--- config.mk ---
export PLATFORM = sky130hd
export DESIGN_NAME = instr_fetch_ctrl
export DESIGN_NICKNAME = d
export VERILOG_FILES = /design/src/rtl/instr_fetch_ctrl.sv
export SDC_FILE = /design/constraint.sdc
export NUM_CORES = 1
export LEC_CHECK = 0
export ABC_CLOCK_PERIOD_IN_PS = 2150
export BUFFER_PORTS_ARGS = -buffer_cell sky130_fd_sc_hd__buf_4
export CELL_PAD_IN_SITES_DETAIL_PLACEMENT = 1
export CELL_PAD_IN_SITES_GLOBAL_PLACEMENT = 1
export CORE_UTILIZATION = 34
export CTS_CLUSTER_DIAMETER = 50
export DETAILED_ROUTE_END_ITERATION = 10
export PLACE_DENSITY = 0.61
export SYNTH_ARGS = -nofsm -noshare
export SYNTH_HDL_FRONTEND = slang
export SYNTH_SLANG_ARGS = --single-unit
--- constraint.sdc ---
create_clock -name clk -period 2.15 [get_ports clk]
set_clock_uncertainty 0.05 [all_clocks]
set_input_delay 0.3225 -clock clk [delete_from_list [all_inputs] [get_ports clk]]
set_output_delay 0.3225 -clock clk [all_outputs]
set_load 0.01 [all_outputs]
--- src/rtl/instr_fetch_ctrl.sv ---
// Instruction fetch controller: owns the PC, reads the program ROM and buffers fetched words
// in a small prefetch queue for decode. HALT detection is compiled in with IFETCH_HALT_DETECT_EN.
module instr_fetch_ctrl #(
    parameter int          ADDR_W      = 8,
    parameter int          INSTR_W     = 16,
    parameter int          QDEPTH      = 2,
    parameter logic [7:0]  RESET_PC    = 8'h00,
    parameter logic [3:0]  HALT_OPCODE = 4'hF
) (
    input  logic                         clk,
    input  logic                         rst_n,
    input  logic                         enable,
    output logic [ADDR_W-1:0]            imem_addr,
    input  logic [INSTR_W-1:0]           imem_instr,
    input  logic                         redirect_valid,
    input  logic [ADDR_W-1:0]            redirect_pc,
    output logic                         instr_valid,
    output logic [INSTR_W-1:0]           instr_data,
    output logic [ADDR_W-1:0]            instr_pc,
    input  logic                         instr_ready,
    output logic [$clog2(QDEPTH):0]      q_count,
    output logic                         halted,
    output logic [1:0]                   dbg_state
);

    localparam int PTR_W = $clog2(QDEPTH);
    localparam int CNT_W = PTR_W + 1;

    typedef enum logic [1:0] {
        IDLE   = 2'd0,
        FETCH  = 2'd1,
        HALTED = 2'd2
    } state_t;

    // Handshake: a word moves to decode on any rising edge where instr_valid and
    // instr_ready are both high; instr_data/instr_pc are held stable until then.

    state_t              state;
    state_t              state_n;
    logic [ADDR_W-1:0]   pc;
    logic [PTR_W-1:0]    rd_ptr;
    logic [PTR_W-1:0]    wr_ptr;
    logic [CNT_W-1:0]    count;
    logic [ADDR_W-1:0]   q_pc    [QDEPTH];
    logic [INSTR_W-1:0]  q_instr [QDEPTH];

    logic pop;
    logic enq;
    logic halt_hit;

    assign imem_addr   = pc;
    assign instr_valid = (count != '0);
    assign instr_data  = q_instr[rd_ptr];
    assign instr_pc    = q_pc[rd_ptr];
    assign q_count     = count;
    assign dbg_state   = state;

    assign pop = instr_valid & instr_ready;
    // A pop frees the slot being written this edge, so a full queue can still accept.
    assign enq = (state == FETCH) && !redirect_valid && ((count < CNT_W'(QDEPTH)) || pop);

`ifdef IFETCH_HALT_DETECT_EN
    assign halt_hit = enq && (imem_instr[INSTR_W-1 -: 4] == HALT_OPCODE);
    assign halted   = (state == HALTED);
`else
    assign halt_hit = 1'b0;
    assign halted   = 1'b0;
`endif

    always_comb begin
        state_n = state;
        unique case (state)
            IDLE: begin
                if (!redirect_valid && enable) state_n = FETCH;
            end
            FETCH: begin
                if (!enable)       state_n = IDLE;
                else if (halt_hit) state_n = HALTED;
            end
            HALTED: begin
                if (redirect_valid) state_n = FETCH;
            end
            default: state_n = IDLE;
        endcase
    end

    always_ff @(posedge clk or negedge rst_n) begin
        if (!rst_n) begin
            state <= IDLE;
        end else begin
            state <= state_n;
        end
    end

    always_ff @(posedge clk or negedge rst_n) begin
        if (!rst_n) begin
            pc <= ADDR_W'(RESET_PC);
        end else if (redirect_valid) begin
            pc <= redirect_pc;
        end else if (enq && !halt_hit) begin
            pc <= pc + ADDR_W'(1);
        end
    end

    // Redirect flushes everything, including a head popped on the same edge.
    always_ff @(posedge clk or negedge rst_n) begin
        if (!rst_n) begin
            rd_ptr <= '0;
            wr_ptr <= '0;
            count  <= '0;
        end else if (redirect_valid) begin
            rd_ptr <= '0;
            wr_ptr <= '0;
            count  <= '0;
        end else begin
            if (pop) rd_ptr <= rd_ptr + PTR_W'(1);
            if (enq) wr_ptr <= wr_ptr + PTR_W'(1);
            if (enq && !pop)      count <= count + CNT_W'(1);
            else if (pop && !enq) count <= count - CNT_W'(1);
        end
    end

    always_ff @(posedge clk or negedge rst_n) begin
        if (!rst_n) begin
            for (int i = 0; i < QDEPTH; i++) begin
                q_pc[i]    <= '0;
                q_instr[i] <= '0;
            end
        end else if (enq) begin
            q_pc[wr_ptr]    <= pc;
            q_instr[wr_ptr] <= imem_instr;
        end
    end

endmodule

==> flow_summary.ini, run 1 <==
[outcome]
outcome = complete, no violations

[hold_path]
hold_class = in -> async

[synthesis]
yosys_warnings = 0
synth_edf_count = 0
syn-cell-area_mm2 = 0.00281
avgSynthCellArea_um2 = 13.5
netlist_instances = 208
ys.flop_type = dfrtp_1
ys_seq_area_share_pct = 54.3
synth.distinct_cells = 29
async_reset_ff_share_pct = 100
synth-seq-cells = 61

[clock_network]
cts-resized-gates = 0
clockBufferDepth = 2
clkSlewWorstSetupHoldPaths_ns = 0.06
ctsRootBufferMaster = clkbuf_8
ctsHoldBuffers = 0
cts_setup_buffers = 0
cts.sinks = 61
tritoncts = done
cts_max_level = 3
cts_made_buffers = 9
clock_latency_ns = 0.33

[worst_setup_path]
reg2reg_from = q_count[1]$_DFFE_PN0P_
rrSetupSlack_ns = 0.34
path_class = reg -> out
crit_fanout = 21
required_ns = 1.78
reg2reg_depth = 4
cp-start-kind = flip-flop
timing.rr.end = q_instr[4]$_DFFE_PN0P_
slowest_delay_ns = 0.51
cp-end-kind = output port
slowest_stage = dfrtp_1
cp_data_arrival_time_ns = 1.57
crit_chain = buf_12, mux2_2, buf_4

[cells_and_area]
final_common_cell = mux2_2
multi_input_area_mm2 = 0.00119
instances_no_fill = 381
layout_common_cells = mux2_2, buf_4, dfrtp_1
area_delta_synth_final_pct = 26.6
nets = 305
layout-drive-gt1-share_pct = 56.3
insertedDiodeCount = 0
design_area_mm2 = 0.00356
seq_area_mm2 = 0.00153
fillCellCount = 863

[detailed_routing]
routed_wl_mm = 5.73
ant_nets = 0
drc = 0
dr.pass1.iters = 4
wl_per_cell_um = 15.0
initialDrtViolationCount = 47
vias_per_cell = 4.80
vias = 1828

[timing]
tns_ns = 0
worst_slew_pin_slew_ns = 0.759
timing.final.hold_violations = 0
hold_slack_ns = 0.00553
final-setup-viol-count = 0
period_share_pct = 90.2
min_period_ns = 1.94
slew_violations = 0
maxSlewHeadroom_pct = 49.4
max_freq_mhz = 516
rsz0062_at_grt = false

[power]
power.leakage_nw = 1.62
total_power_mw = 3.53
power.density_mw_per_mm2 = 992
ir_drop_v = 0.000319

[grt]
gr-usage-all-layers_pct = 14.5
grt_pass1_vias = 1898
grt_antenna_before_repair = 0
grt.overflow.total = 0
grt_pass1_wl_mm = 9.58
grt_max_degree = 62

[placement]
dp.cells = 366
dp_hpwl_mm = 3.89
place_congestion = 0.703
postPlaceCellArea_mm2 = 0.00338
io_buffer_count = 64

[flow_run]
cap_violations = 0

[floorplan]
core.rowCount = 32
pin_count = 67
die_w_um = 92.9
coreArea_mm2 = 0.00785
dieHeight_um = 92.9
initial_utilization_pct = 35.8
die_area_mm2 = 0.00863
==> cell families after synthesis <==
family                   Yosys count  share of synthesized area (%)
adder cells (fa/ha/maj)            1                          0.445
AND/OR/NAND/NOR                   34                           7.22
other                              1                          0.134
XOR/XNOR                           8                           2.49
multiplexers                      73                           29.2
buffers and inverters             17                           3.56
flip-flops                        61                           54.3
AO/OA/AOI/OAI                     13                           2.58
==> worst max path at each step <==
| stage | startpoint | to | slack (ns) |
|---|---|---|---|
| after global placement | instr_ready | q_instr[5]$_DFFE_PN0P_ | 0.33 |
| final | rd_ptr$_DFFE_PN0P_ | instr_pc[7] | 0.21 |
| after detailed placement | instr_ready | q_instr[9]$_DFFE_PN0P_ | 0.30 |
| after floorplan | q_count[1]$_DFFE_PN0P_ | q_instr[20]$_DFFE_PN0P_ | 0.49 |
| after global routing | rd_ptr$_DFFE_PN0P_ | instr_data[11] | 0.15 |
| after CTS | rd_ptr$_DFFE_PN0P_ | instr_pc[5] | 0.18 |
==> layout make-up <==
class,count,area share [%]
flip-flops and latches,61,42.9
multi-input cells,131,33.4
repair buffers,68,14.7
clock buffers,14,4.86
well taps,102,3.59
inverters,4,0.422
clock inverters,1,0.141
==> flip-flops by register name, summed over array words and instances, names as in the netlist <==
| signal | flops |
|---|---|
| dbg_state | 1 |
| imem_addr | 8 |
| q_count | 2 |
| q_instr | 32 |
| q_pc | 16 |
| rd_ptr | 1 |
| wr_ptr | 1 |
==> metal layers <==
layer  track usage [%]  up-vias  share of wire (%)
met5                 0        -                  0
met4              8.08        0                2.0
met3              2.63        9                3.9
met2              22.8       40                 49
met1              18.9      914                 45
li1                  -      865                  -
==> through the flow <==
stage | setup WS [ns] | utilization [%]
after floorplan | 0.487 | -
after global placement | 0.334 | 43.0
after detailed placement | 0.296 | 43.0
after CTS | 0.183 | 45.3
after global routing | 0.148 | 45.3
final | 0.211 | 45.3
==> where the power goes <==
| part | leakage, nW | total (mW) | switching (mW) | internal, mW |
|---|---|---|---|---|
| combinational | 0.788 | 0.959 | 0.354 | 0.606 |
| clock | 0.0926 | 0.915 | 0.410 | 0.506 |
| sequential | 0.743 | 1.65 | 0.180 | 1.47 |
==> cells in the mapped netlist, types with 2 or more instances <==
cell,n,area (um2)
and3_1,3,18.8
buf_2,5,25.0
buf_4,2,15.0
buf_6,3,33.8
clkbuf_1,3,11.3
dfrtp_1,61,1530
inv_1,4,15.0
mux2_2,72,811
nand2_1,12,45.0
nand2b_1,2,12.5
nand3_1,4,20.0
nand4_1,2,12.5
nor2_1,3,11.3
o21ai_0,9,45.0
or3_1,2,12.5
xor2_1,8,70.1
==> critical path: cells and delay by family (launching register included) <==
family | cells | cell delay [ns]
multiplexers | 1 | 0.36
flip-flops | 1 | 0.51
buffers and inverters | 2 | 0.36
(Power assumes the default switching activity.)
==> run 2: changes to the inputs <==
--- a/config.mk
+++ b/config.mk
@@ -13,4 +13,5 @@
 export CTS_CLUSTER_DIAMETER = 50
 export DETAILED_ROUTE_END_ITERATION = 10
+export HOLD_SLACK_MARGIN = 0.03
 export PLACE_DENSITY = 0.61
 export SYNTH_ARGS = -nofsm -noshare
==> constraint.sdc (replaced) <==
create_clock -name clk -period 2.15 [get_ports clk]
set_clock_uncertainty 0.05 [all_clocks]
set_input_delay 0.1075 -clock clk [delete_from_list [all_inputs] [get_ports clk]]
set_output_delay 0.1075 -clock clk [all_outputs]
set_load 0.01 [all_outputs]
==> flow_summary.ini, run 2 (synthesis results as in run 1) <==
[cells_and_area]
insertedDiodeCount = 0
nets = 330
area_delta_synth_final_pct = 34.7
post-route-util_pct = 48.2
layout-drive-gt1-share_pct = 50.5
layout_common_cells = mux2_2, buf_4, dfrtp_1
final_common_cell = mux2_2
largest-register = q_instr
design_area_mm2 = 0.00378
largest_reg_flops = 32

[worst_setup_path]
cp_data_arrival_time_ns = 2.03
slowest_delay_ns = 0.43
timing.rr.end = q_instr[24]$_DFFE_PN0P_
cp_top_family = simple AND/OR/NAND/NOR gates
reg2reg_depth = 5
rrSetupSlack_ns = 0.29
cp-end-kind = flip-flop
cp-start-kind = flip-flop
reg2reg_from = q_count[1]$_DFFE_PN0P_
crit_chain = nand2b_1, nand2_4, nor3_4, buf_4, mux2_2
crit_fanout = 13
cp_num_buf_inv = 1
slowest_stage = dfrtp_1
path_class = reg -> reg
required_ns = 2.32

[hold_path]
hold_class = in -> reg
min_from = redirect_valid
hold_depth = 2
holdPathEnd = q_count[0]$_DFFE_PN0P_

[clock_network]
cts_max_level = 3
tritoncts = done
cts.sinks = 61
clkSlewWorstSetupHoldPaths_ns = 0.07
ctsRootBufferMaster = clkbuf_8
cts_setup_buffers = 0
clock_latency_ns = 0.34
cts-resized-gates = 0
cts_made_buffers = 9
clockBufferDepth = 2

[grt]
use_met3_pct = 3.37
grt_antenna_before_repair = 0
grt_use_met1_pct = 20.2
grtUsageMet2_pct = 23.3
grt.overflow.total = 0
grt_pass1_vias = 1957
grt_max_degree = 62
grt_pass1_wl_mm = 9.92
top_usage_layer = met2
gr-usage-all-layers_pct = 15.1

[placement]
io_buffer_count = 64
postPlaceCellArea_mm2 = 0.00337
place_congestion = 0.779
dp_hpwl_mm = 3.84

[flow_run]
cap_violations = 0

[timing]
period_share_pct = 86.5
maxSlewHeadroom_pct = 49.5
worst_slew_pin_slew_ns = 0.758
tns_ns = 0
timing.final.hold_violations = 0
final-setup-viol-count = 0
slew_violations = 0
min_period_ns = 1.86
rsz0062_at_grt = false
max_freq_mhz = 538

[detailed_routing]
drc = 0
vias_per_cell = 4.67
wl_per_cell_um = 14.5
vias = 1902
routed_wl_mm = 5.91
dr.pass1.iters = 4
ant_nets = 0
initialDrtViolationCount = 47

[floorplan]
die_w_um = 92.9
die_area_mm2 = 0.00863
initial_utilization_pct = 35.8
dieHeight_um = 92.9
coreArea_mm2 = 0.00785
core.rowCount = 32
pin_count = 67

[power]
ir_drop_v = 0.000362
power.leakage_nw = 1.71
power.density_mw_per_mm2 = 918

[outcome]
outcome = complete, no violations
run 2: how the worst max path moves through the flow:
stage / startpoint / end / slack (ns) / cells after the start
6_report: q_count[1]$_DFFE_PN0P_ / q_instr[24]$_DFFE_PN0P_ / 0.29 / 5
5_1_grt: q_count[1]$_DFFE_PN0P_ / q_pc[1]$_DFFE_PN0P_ / 0.18 / 3
4_1_cts: rd_ptr$_DFFE_PN0P_ / instr_data[11] / 0.26 / 3
3_5_place_dp: q_count[1]$_DFFE_PN0P_ / q_instr[9]$_DFFE_PN0P_ / 0.28 / 3
3_3_place_gp: q_count[1]$_DFFE_PN0P_ / q_instr[28]$_DFFE_PN0P_ / 0.34 / 5
2_1_floorplan: q_count[1]$_DFFE_PN0P_ / q_instr[20]$_DFFE_PN0P_ / 0.49 / 6
run 2: timing repair:
item | in CTS | in global routing
hold buffers | 26 | 0
hold endpoints to repair | 102 | 0
endpoints found under the setup margin | 0 | 0
run 2: metrics by stage:
| stage | hold slack (ns) | setup WS, ns | power, mW | cells |
|---|---|---|---|---|
| after floorplan | -0.238 | 0.487 | 2.22 | 209 |
| after global placement | 0.196 | 0.338 | 2.62 | 365 |
| after detailed placement | 0.193 | 0.277 | 2.65 | 365 |
| after CTS | 0.0398 | 0.257 | 3.53 | 407 |
| after global routing | 0.0724 | 0.181 | 3.69 | 407 |
| final | 0.0440 | 0.291 | 3.47 | 407 |
run 2: where the power goes:
part / internal (mW) / switching [mW]
Clock: 0.416 / 0.411
Sequential: 1.47 / 0.184
Combinational: 0.635 / 0.354
Total: 2.52 / 0.949
run 2: area by class of cell:
type                            instances  area, um2
Fill cell                             865       4060
Sequential cell                        61       1530
Multi-Input combinational cell        131       1190
Timing Repair Buffer                   93        776
Clock buffer                           14        143
Tap cell                              102        128
Inverter                                4       15.0
Clock inverter                          2       10.0
run 2: metal layers:
metal	vias to the layer above	part of all wire, %
met5	-	0
met4	0	1.9
met3	9	3.5
met2	41	47
met1	938	47
li1	914	-
